File: src/rtl/rr_priority_arbiter.sv
// Registered request arbiter: fixed-priority or round-robin selection with
// grant lock and a bounded hold time when other requesters are waiting.
module rr_priority_arbiter #(
  parameter int NUM_PORTS = 4,
  parameter int MAX_HOLD  = 4,
  parameter int IDX_W     = $clog2(NUM_PORTS)
) (
  input  logic                 clk_i,
  input  logic                 rst_ni,
  input  logic [NUM_PORTS-1:0] req_i,
  input  logic                 mode_i,
  output logic [NUM_PORTS-1:0] grant_o,
  output logic [IDX_W-1:0]     grant_idx_o,
  output logic                 valid_o
);

  localparam logic [7:0] HOLD_LIM = 8'(MAX_HOLD - 1);

  logic [NUM_PORTS-1:0] grant_q, grant_d;
  logic [IDX_W-1:0]     idx_q, idx_d;
  logic                 valid_q, valid_d;
  logic [IDX_W-1:0]     ptr_q, ptr_d;
  logic [7:0]           hold_q, hold_d;

  logic                 owner_req;
  logic                 others_pending;
  logic                 keep_grant;
  logic [NUM_PORTS-1:0] cand;
  logic                 found;
  logic [IDX_W-1:0]     win;
  int                   pos;

  // grant_q is one-hot or zero, so masking it isolates the owner's request.
  assign owner_req      = |(grant_q & req_i);
  assign others_pending = |(req_i & ~grant_q);
  assign keep_grant     = owner_req && ((hold_q < HOLD_LIM) || !others_pending);

  // Leaving the hold case with the owner still requesting can only mean
  // preemption, so its bit is dropped from the candidates.
  always_comb begin
    cand  = owner_req ? (req_i & ~grant_q) : req_i;
    found = 1'b0;
    win   = '0;
    pos   = 0;
    for (int i = 0; i < NUM_PORTS; i++) begin
      pos = mode_i ? ((int'(ptr_q) + i) % NUM_PORTS) : i;
      if (!found && cand[pos]) begin
        found = 1'b1;
        win   = IDX_W'(pos);
      end
    end
  end

  always_comb begin
    grant_d = grant_q;
    idx_d   = idx_q;
    valid_d = valid_q;
    ptr_d   = ptr_q;
    hold_d  = hold_q;
    if (keep_grant) begin
      if (hold_q < HOLD_LIM) hold_d = hold_q + 8'd1;
    end else if (found) begin
      grant_d = NUM_PORTS'(1) << win;
      idx_d   = win;
      valid_d = 1'b1;
      hold_d  = '0;
      ptr_d   = (int'(win) == NUM_PORTS - 1) ? '0 : win + IDX_W'(1);
    end else begin
      grant_d = '0;
      idx_d   = '0;
      valid_d = 1'b0;
      hold_d  = '0;
    end
  end

  always_ff @(posedge clk_i or negedge rst_ni) begin
    if (!rst_ni) begin
      grant_q <= '0;
      idx_q   <= '0;
      valid_q <= 1'b0;
      ptr_q   <= '0;
      hold_q  <= '0;
    end else begin
      grant_q <= grant_d;
      idx_q   <= idx_d;
      valid_q <= valid_d;
      ptr_q   <= ptr_d;
      hold_q  <= hold_d;
    end
  end

  assign grant_o     = grant_q;
  assign grant_idx_o = idx_q;
  assign valid_o     = valid_q;

endmodule

File: config.mk
export PLATFORM = sky130hd
export DESIGN_NAME = rr_priority_arbiter
export DESIGN_NICKNAME = d
export VERILOG_FILES = /design/src/rtl/rr_priority_arbiter.sv
export SDC_FILE = /design/constraint.sdc
export NUM_CORES = 1
export LEC_CHECK = 0
export BUFFER_PORTS_ARGS = -buffer_cell sky130_fd_sc_hd__buf_2
export CORE_MARGIN = 1.5
export CORE_UTILIZATION = 53
export DETAILED_ROUTE_END_ITERATION = 8
export PLACE_DENSITY_LB_ADDON = 0.08
export SLEW_MARGIN = 0
export SYNTH_ARGS = -nofsm -noshare
export SYNTH_HDL_FRONTEND = slang
export SYNTH_SLANG_ARGS = --single-unit
File: constraint.sdc
create_clock -name clk_i -period 2.4 [get_ports clk_i]
set_clock_uncertainty 0.15 [all_clocks]
set_input_delay 0.24 -clock clk_i [delete_from_list [all_inputs] [get_ports clk_i]]
set_output_delay 0.24 -clock clk_i [all_outputs]
set_load 0.01 [all_outputs]
==> metrics, run 1 <==
Setup Buffers After CTS 0; ys async rst share between 90% and 100%; Final min period ~2.3 ns; final WL between 1.5 and 2 mm; Crit. End Element flip-flop; placed cells 105; dpl hpwl between 1 and 1.5 mm; I/O Pins 14; Die X 43.4 um; area of the die 0.00188 mm2; Synth Register Bits 17; Critical Path AT about 2.3 ns; Die H 43.4 um; HP Class in -> async; Power per Cell Area between 1000 and 1500 mW/mm2; slowest stage cell, crit path o2bb2ai_1; # resized after CTS 0; antenna violations before repair 0; Mean Syn Cell Area between 10 and 15 um2; Layout Cells excl Fill 110; Worst Path Max Fanout 6; Fillers 137; largest net degree at the start of global routing 18; Syn-to-layout area delta 13.2%; CTS sink cnt 17; CTS tree built; run status complete, no violations; Clk Latency, worst-skew pair roughly 0.29 ns; max cap viols 0; area of the core 0.00152 mm2; number of global-route vias before repair between 500 and 600; nets approximately 110; Buffers on Ports 13; Vias per Instance around 5.8; Via Count about 630; # setup viols final 0; number of synthesized flops with an enable pin 0; Leakage Power approximately 0.5 nW; RSZ-0062 raised after global routing no; Crit path largest cell delay 0.43 ns; clk root buf clkbuf_4; CP startpoint kind flip-flop; Starting Density 56.7%; post-synth top area cell dfrtp_1; synth warn 0; # hold bufs at CTS 1; post-synthesis sequential area ratio about half; crit path kind reg -> reg; row count 14; first-pass GRT wire length around 2.7 mm; Detailed Routing Iterations Pass 1 4; final hold vios 0; Critical Path, Cell by Cell nand2b_1 > nand4_1 > nand2_1 > o2bb2ai_1 > ha_1 > mux2_4; Avg WL per Cell ~14 um; count of pins over their slew limit 0; data required time of the worst path ~2.4 ns; top-count cell post-synth dfrtp_1; Mapped Cells a little under 80; Max IR drop VDD 834 uV; slew at the pin with the worst max-slew slack 0.494 ns; global route overflow 0; Max clock buf depth 2; synthesized area approximately 860 um2; Slew headroom ~67%; cts bufs inserted 3; Peak Freq between 400 and 500 MHz; post-synthesis cell type count 26; Tcrit/Tclk final a little over nine tenths; synth cell count leaders dfrtp_1, and2_1, a22o_1, nor2_1, ha_1; post-route cell area 977 um2; setup TNS 0 ns; Inserted Diodes 0; post-synthesis net count a little under 90; H-tree levels 1; post-route ant nets 0; Clock transition at path regs approximately 0.10 ns; synth top area cells dfrtp_1, ha_1, a22o_1; GRT Overall Usage approximately 20%; share of cells above drive strength 1 approximately 24%; DR iter-0 viols 19; gpl congestion about 0.8; share of the synthesized area in the top cell type roughly half; ys flop type dfrtp_1; drc violations 0; placed cell areas ~940 um2
-- power breakdown --
| part | total [W] | internal (W) | leakage [nW] | switching [W] |
|---|---|---|---|---|
| Clock | 0.000155 | 0.0000635 | 0.0139 | 0.0000916 |
| Combinational | 0.000550 | 0.000255 | 0.264 | 0.000296 |
| Sequential | 0.000454 | 0.000373 | 0.221 | 0.0000809 |
| Total | 0.00116 | 0.000691 | 0.500 | 0.000468 |
-- metrics by stage --
stage	utilization, %	hold slack [ns]	setup slack, ns	total power [W]
final	64.1	0.225	0.128	0.00116
after global routing	64.1	0.262	0.0543	0.00125
after CTS	64.1	0.217	0.175	0.00116
after detailed placement	61.5	0.0230	0.188	0.00101
after global placement	61.5	0.0240	0.175	0.000993
after floorplan	-	-0.206	0.459	0.000866
-- kinds of logic (layout without fill, tap and decap cells) --
family          Yosys count  in the layout  share of synthesized area, %
compound gates           23             23                          19.9
flops                    17             17                          49.3
fa+ha+maj                 5              5                          7.25
buf+inv                   4             21                          2.61
mux                       2              2                          2.90
simple gates             26             26                          18.1
-- registers in the layout (all words and copies together) (netlist names) --
| signal | count |
|---|---|
| grant_idx_o | 2 |
| valid_o | 1 |
| hold_q | 8 |
| ptr_q | 2 |
| grant_o | 4 |
-- area by class of cell --
type | instances | area [um2] | area share, %
Clock buffer | 3 | 22.5 | 2.30
Clock inverter | 1 | 7.51 | 0.768
Tap cell | 16 | 20.0 | 2.05
Inverter | 3 | 11.3 | 1.15
Timing Repair Buffer | 14 | 75.1 | 7.68
Sequential cell | 17 | 425 | 43.5
Multi-Input combinational cell | 56 | 415 | 42.5
-- path summary, 6_finish.rpt --
| check | slack [ns] | depth (start not counted) | endpoint | start |
|---|---|---|---|---|
| min in group clk_i | 0.23 | 4 | valid_o$_DFFE_PN0N_ | req_i[3] |
| worst max register to register | 0.13 | 6 | ptr_q[1]$_DFFE_PN0P_ | grant_o[3]$_DFFE_PN0N_ |
| worst max-delay path | 0.13 | 6 | ptr_q[1]$_DFFE_PN0P_ | grant_o[3]$_DFFE_PN0N_ |
| max in group asynchronous | 1.61 | 2 | hold_q[7]$_DFFE_PN0P_ | rst_ni |
| worst min-delay path | 0.23 | 2 | hold_q[6]$_DFFE_PN0P_ | rst_ni |
| worst min register to register | 0.35 | 1 | hold_q[4]$_DFFE_PN0P_ | hold_q[4]$_DFFE_PN0P_ |
-- cell usage in the layout (no fill, tap or decap), types with 3 or more instances in the layout --
cell,synthesis,layout
ha_1,5,5
nand2b_1,4,4
clkbuf_4,0,3
a22oi_1,4,4
dfrtp_1,17,17
a22o_1,6,6
and2_1,7,7
nor2_1,6,6
nand2_1,4,4
buf_2,0,13
a21oi_1,3,3
o21ai_0,3,3
-- worst max-delay path: cells and delay by family, from the launching register on --
| kind | cells | cell delay [ns] |
|---|---|---|
| AOI/OAI and AO/OA | 1 | 0.43 |
| muxes | 1 | 0.26 |
| DFF | 1 | 0.42 |
| and+or+nand+nor | 3 | 0.57 |
| adders and majority gates | 1 | 0.34 |
-- routing by layer --
layer	up-vias	GRT usage [%]	routed length (um)
met2	16	28.7	723
met3	2	6.25	71
met1	304	29.3	777
met5	-	0	0
met4	0	5.45	11
li1	311	-	-
Note: power is estimated with default switching activity, not from simulation.
==> run 2, diff against run 1 <==
--- a/config.mk
+++ b/config.mk
@@ -7,7 +7,7 @@
 export LEC_CHECK = 0
 export BUFFER_PORTS_ARGS = -buffer_cell sky130_fd_sc_hd__buf_2
 export CORE_MARGIN = 1.5
-export CORE_UTILIZATION = 53
+export CORE_UTILIZATION = 49
 export DETAILED_ROUTE_END_ITERATION = 8
 export PLACE_DENSITY_LB_ADDON = 0.08
 export SLEW_MARGIN = 0
==> run 2 against run 1 <==
Against the previous run: count of clock-buffer cells in the layout unchanged; first-iteration DRC count decreased by 47%; via count decreased by 0.95%; critical endpoint is now grant_o[1]$_DFFE_PN0N_; largest cell class unchanged.
==> metrics, run 2 (synthesized netlist as in run 1, its figures left out) <==
number of global-route vias before repair 589; Die X between 40 and 50 um; cts bufs inserted 3; final hold vios 0; worst setup margin approximately 0.29 ns; Power per Cell Area around 1200 mW/mm2; Max IR drop VDD ~710 uV; dpl hpwl between 1 and 1.5 mm; drc violations 0; H-tree levels 1; Critical Path, Cell by Cell or4_4 > nor4_4 > inv_2 > a21oi_2 > a22o_1; DP Worst Slack ~0.16 ns; CP startpoint kind flip-flop; # setup viols final 0; post-route ant nets 0; CTS tree built; Reg area around 430 um2; RSZ-0062 raised after global routing no; Tcrit/Tclk final between 80% and 90%; Multi-input gate area between 400 and 500 um2; run status complete, no violations; clk root buf clkbuf_4; CTS sink cnt 17; Clock transition at path regs about 0.1 ns; Critical Path AT about 2.2 ns; NetSw ~0.00047 W; I/O Pins 14; Most flops, register hold_q; max cap viols 0; Starting Density a little over half; area of the die 0.00202 mm2; Vias per Instance between 5 and 6; setup TNS 0 ns; antenna violations before repair 0; Clk Latency, worst-skew pair approximately 0.3 ns; nets approximately 110; Buffers on Ports 13; Comb power frac between 40 and 50%; min-delay src req_i[3]; area of the core roughly 0.0016 mm2; Final min period approximately 2.1 ns; slowest stage cell, crit path or4_4; Int Power between 0.0006 and 0.0007 W; Peak Freq roughly 470 MHz; Syn-to-layout area delta 13.9%; DR iter-0 viols 10; Crit. End Element flip-flop; sequential power share 38.5%; gpl congestion 0.742; max reg flops 8; share of cells above drive strength 1 between 20% and 30%; data required time of the worst path 2.49 ns; count of pins over their slew limit 0; first-pass GRT wire length between 2 and 3 mm; Crit path largest cell delay around 0.54 ns; Worst setup startpoint hold_q[4]$_DFFE_PN0P_; global route overflow 0; Via Count 627; final WL roughly 1.6 mm; Clk network pwr share a little over an eighth; row count 14; largest net degree at the start of global routing 18; Fillers about 130; Detailed Routing Iterations Pass 1 4; HP Class in -> reg; slew at the pin with the worst max-slew slack about 0.46 ns; crit path kind reg -> reg; most frequent cells in the layout dfrtp_1, buf_2, and2_1; Worst Path Max Fanout 12; Inserted Diodes 0; switching share of total power 40.3%; Max clock buf depth 2; Slew headroom roughly 69%; GRT Overall Usage 19.6%; Reg2Reg Launch Point hold_q[4]$_DFFE_PN0P_; Die H roughly 45 um; Avg WL per Cell around 15 um; most common cell after layout, fill and taps aside dfrtp_1; Leakage Power ~0.50 nW; worst reg2reg setup slack approximately 0.3 ns
-- run 2: cell counts in the layout (fill, tap and decap cells not counted) --
No cell type changed its count.
-- run 2: layer usage --
layer  global-route usage (%)  routed length [um]  up-vias
met5                        0                   0        -
met4                     7.65                  25        0
met3                     7.20                  75        4
met2                     28.6                 727       15
met1                     26.7                 777      294
li1                         -                   -      314
-- run 2: critical path, delay by kind of cell, from the launching register on --
kind                   cells  cell delay (ns)
and+or+nand+nor            2             0.85
AOI/OAI and AO/OA          2             0.60
buffers and inverters      1             0.06
DFF                        1             0.39
-- run 2: final cells by class --
| cell class | count | area share, % |
|---|---|---|
| well taps | 16 | 2.04 |
| inverters | 3 | 1.15 |
| multi-input cells | 56 | 42.9 |
| repair buffers | 14 | 7.63 |
| clock buffers | 3 | 2.29 |
| clock inverters | 1 | 0.763 |
| flip-flops and latches | 17 | 43.3 |
-- run 2: path summary, 6_finish.rpt --
check / end / cells past startpoint
max: grant_o[1]$_DFFE_PN0N_ / 5
min: valid_o$_DFFE_PN0N_ / 4
max reg2reg: grant_o[1]$_DFFE_PN0N_ / 5
min reg2reg: valid_o$_DFFE_PN0N_ / 1
max in group asynchronous: hold_q[4]$_DFFE_PN0P_ / 2
min in group asynchronous: ptr_q[1]$_DFFE_PN0P_ / 2
-- run 2: what timing repair did --
action / 4_1_cts / 5_1_grt
resized for setup: 0 / 1
buffers inserted: 0 / 0
setup endpoints to repair: 0 / 1
endpoints found under the hold margin: 17 / 0
hold buffers: 1 / 0
-- run 2: metrics by stage --
stage	std cells	area [um2]	total power [W]	utilization, %	hold slack (ns)
after floorplan	77	863	0.000866	-	-0.206
after global placement	105	937	0.000989	59.4	0.0235
after detailed placement	105	937	0.00100	59.4	0.0288
after CTS	110	977	0.00117	62.0	0.216
after global routing	110	983	0.00126	62.4	0.217
final	110	983	0.00116	62.4	0.225
-- run 2: power by group through the flow --
stage | sequential (W) | combinational (W) | clock (W)
floorplan | 0.000464 | 0.000402 | 0
global placement | 0.000453 | 0.000536 | 0
detailed placement | 0.000454 | 0.000550 | 0
CTS | 0.000448 | 0.000556 | 0.000162
global route | 0.000462 | 0.000622 | 0.000177
finish | 0.000448 | 0.000560 | 0.000157
==> run 3, diff against run 2 <==
--- a/config.mk
+++ b/config.mk
@@ -7,9 +7,10 @@
 export LEC_CHECK = 0
 export BUFFER_PORTS_ARGS = -buffer_cell sky130_fd_sc_hd__buf_2
 export CORE_MARGIN = 1.5
-export CORE_UTILIZATION = 49
+export CORE_UTILIZATION = 53
 export DETAILED_ROUTE_END_ITERATION = 8
-export PLACE_DENSITY_LB_ADDON = 0.08
+export GPL_TIMING_DRIVEN = 0
+export PLACE_DENSITY = 0.76
 export SLEW_MARGIN = 0
 export SYNTH_ARGS = -nofsm -noshare
 export SYNTH_HDL_FRONTEND = slang
==> run 3 against run 2 <==
Against the previous run: total power is 0.54% lower; clock power shrank 8%; design area increased by 0.25%; fmax shrank 2.2%; flip-flop and latch count stayed put; global-route usage is 0.41 points lower; cell count rose by 0.91%; critical path type unchanged; largest power group unchanged.
==> metrics, run 3 (synthesized netlist as in run 1, its figures left out) <==
run status complete, no violations; CTS sink cnt 17; Buffers on Ports 13; Syn-to-layout area delta 14.2%; row count 14; Slew headroom between 70% and 80%; clk root buf clkbuf_4; setup TNS 0 ns; Vias per Instance approximately 5.7; # resized after CTS 0; Setup Buffers After CTS 0; GRT Overall Usage 19.2%; nets ~110; share of cells above drive strength 1 25.3%; first-pass GRT wire length roughly 2.6 mm; crit path kind reg -> reg; gpl congestion between 0.8 and 0.9; Peak Freq around 460 MHz; Die X roughly 43 um; final WL roughly 1.5 mm; area of the die approximately 0.0019 mm2; Leakage Power between 0.5 and 0.6 nW; DP Worst Slack between 0.2 and 0.3 ns; Avg WL per Cell about 13 um; max reg flops 8; Via Count approximately 640; drc violations 0; Starting Density ~57%; Final min period ~2.2 ns; H-tree levels 1; I/O Pins 14; max cap viols 0; Clock transition at path regs ~0.09 ns; most frequent cells in the layout dfrtp_1, buf_2, and2_1; CP startpoint kind flip-flop; count of pins over their slew limit 0; Critical Path AT roughly 2.2 ns; post-layout util 64.7%; placed cells between 100 and 150; cts bufs inserted 3; area of the core about 0.0015 mm2; Most flops, register hold_q; final hold vios 0; # setup viols final 0; global route overflow 0; worst reg2reg setup slack 0.25 ns; dpl hpwl between 1 and 1.5 mm; Worst Path Max Fanout 6; Tcrit/Tclk final roughly nine tenths; data required time of the worst path 2.42 ns; antenna violations before repair 0; Fillers approximately 120; Detailed Routing Iterations Pass 1 4; Die H between 40 and 50 um; Layout Cells excl Fill 111; post-route ant nets 0; Power per Cell Area 1180 mW/mm2; Clk Latency, worst-skew pair ~0.28 ns; Crit. End Element flip-flop; largest net degree at the start of global routing 18; CTS tree built; Max IR drop VDD about 600 uV; number of global-route vias before repair about 600; most common cell after layout, fill and taps aside dfrtp_1; Max clock buf depth 2; slew at the pin with the worst max-slew slack 0.402 ns; HP Class in -> async; DR iter-0 viols 8; Inserted Diodes 0; worst setup margin around 0.25 ns; RSZ-0062 raised after global routing no
-- run 3: critical path, cell delays in order, from the launching register on --
cell and delay (ns):
dfrtp_1 0.41, nand2b_1 0.24, nand4_1 0.24, nand2_1 0.08, o2bb2ai_1 0.36, ha_1 0.31
mux2_4 0.25
-- run 3: path summary, 6_finish.rpt --
check / end / cells past startpoint / start
worst max-delay path: ptr_q[1]$_DFFE_PN0P_ / 6 / grant_o[3]$_DFFE_PN0N_
min in group clk_i: valid_o$_DFFE_PN0N_ / 4 / req_i[3]
worst min register to register: hold_q[2]$_DFFE_PN0P_ / 1 / hold_q[2]$_DFFE_PN0P_
max in group asynchronous: grant_o[1]$_DFFE_PN0N_ / 2 / rst_ni
worst min-delay path: hold_q[3]$_DFFE_PN0P_ / 2 / rst_ni
worst max register to register: ptr_q[1]$_DFFE_PN0P_ / 6 / grant_o[3]$_DFFE_PN0N_
-- run 3: timing repair --
item,in CTS,in global routing
hold endpoints to repair,17,0
hold buffers,1,0
setup endpoints to repair,0,0
-- run 3: routing by layer --
layer  vias up  GRT usage [%]  routed length (um)  share of wire, %
li1        318              -                   -                 -
met2        18           26.9                 652                44
met1       298           29.0                 748                50
met3         2           4.58                  76               5.1
met4         0           7.88                  10              0.67
met5         -              0                   0                 0
-- run 3: report_power, final --
group | total, W | leakage (nW) | internal (W) | switching [W]
Sequential | 0.000449 | 0.221 | 0.000373 | 0.0000763
Combinational | 0.000564 | 0.271 | 0.000271 | 0.000293
Clock | 0.000145 | 0.0177 | 0.0000618 | 0.0000836
-- run 3: layout make-up --
class | instances | area, um2 | area share [%]
Buffer | 1 | 11.3 | 1.14
Clock buffer | 3 | 22.5 | 2.28
Clock inverter | 1 | 5.00 | 0.508
Inverter | 3 | 11.3 | 1.14
Multi-Input combinational cell | 56 | 415 | 42.1
Sequential cell | 17 | 425 | 43.1
Tap cell | 16 | 20.0 | 2.03
Timing Repair Buffer | 14 | 75.1 | 7.61
-- run 3: through the flow --
step / hold WS (ns) / instance area (um2) / power [W]
after floorplan: -0.206 / 863 / 0.000866
after global placement: 0.0228 / 948 / 0.00100
after detailed placement: 0.0263 / 948 / 0.00102
after CTS: 0.243 / 986 / 0.00117
after global routing: 0.278 / 986 / 0.00127
final: 0.240 / 986 / 0.00116
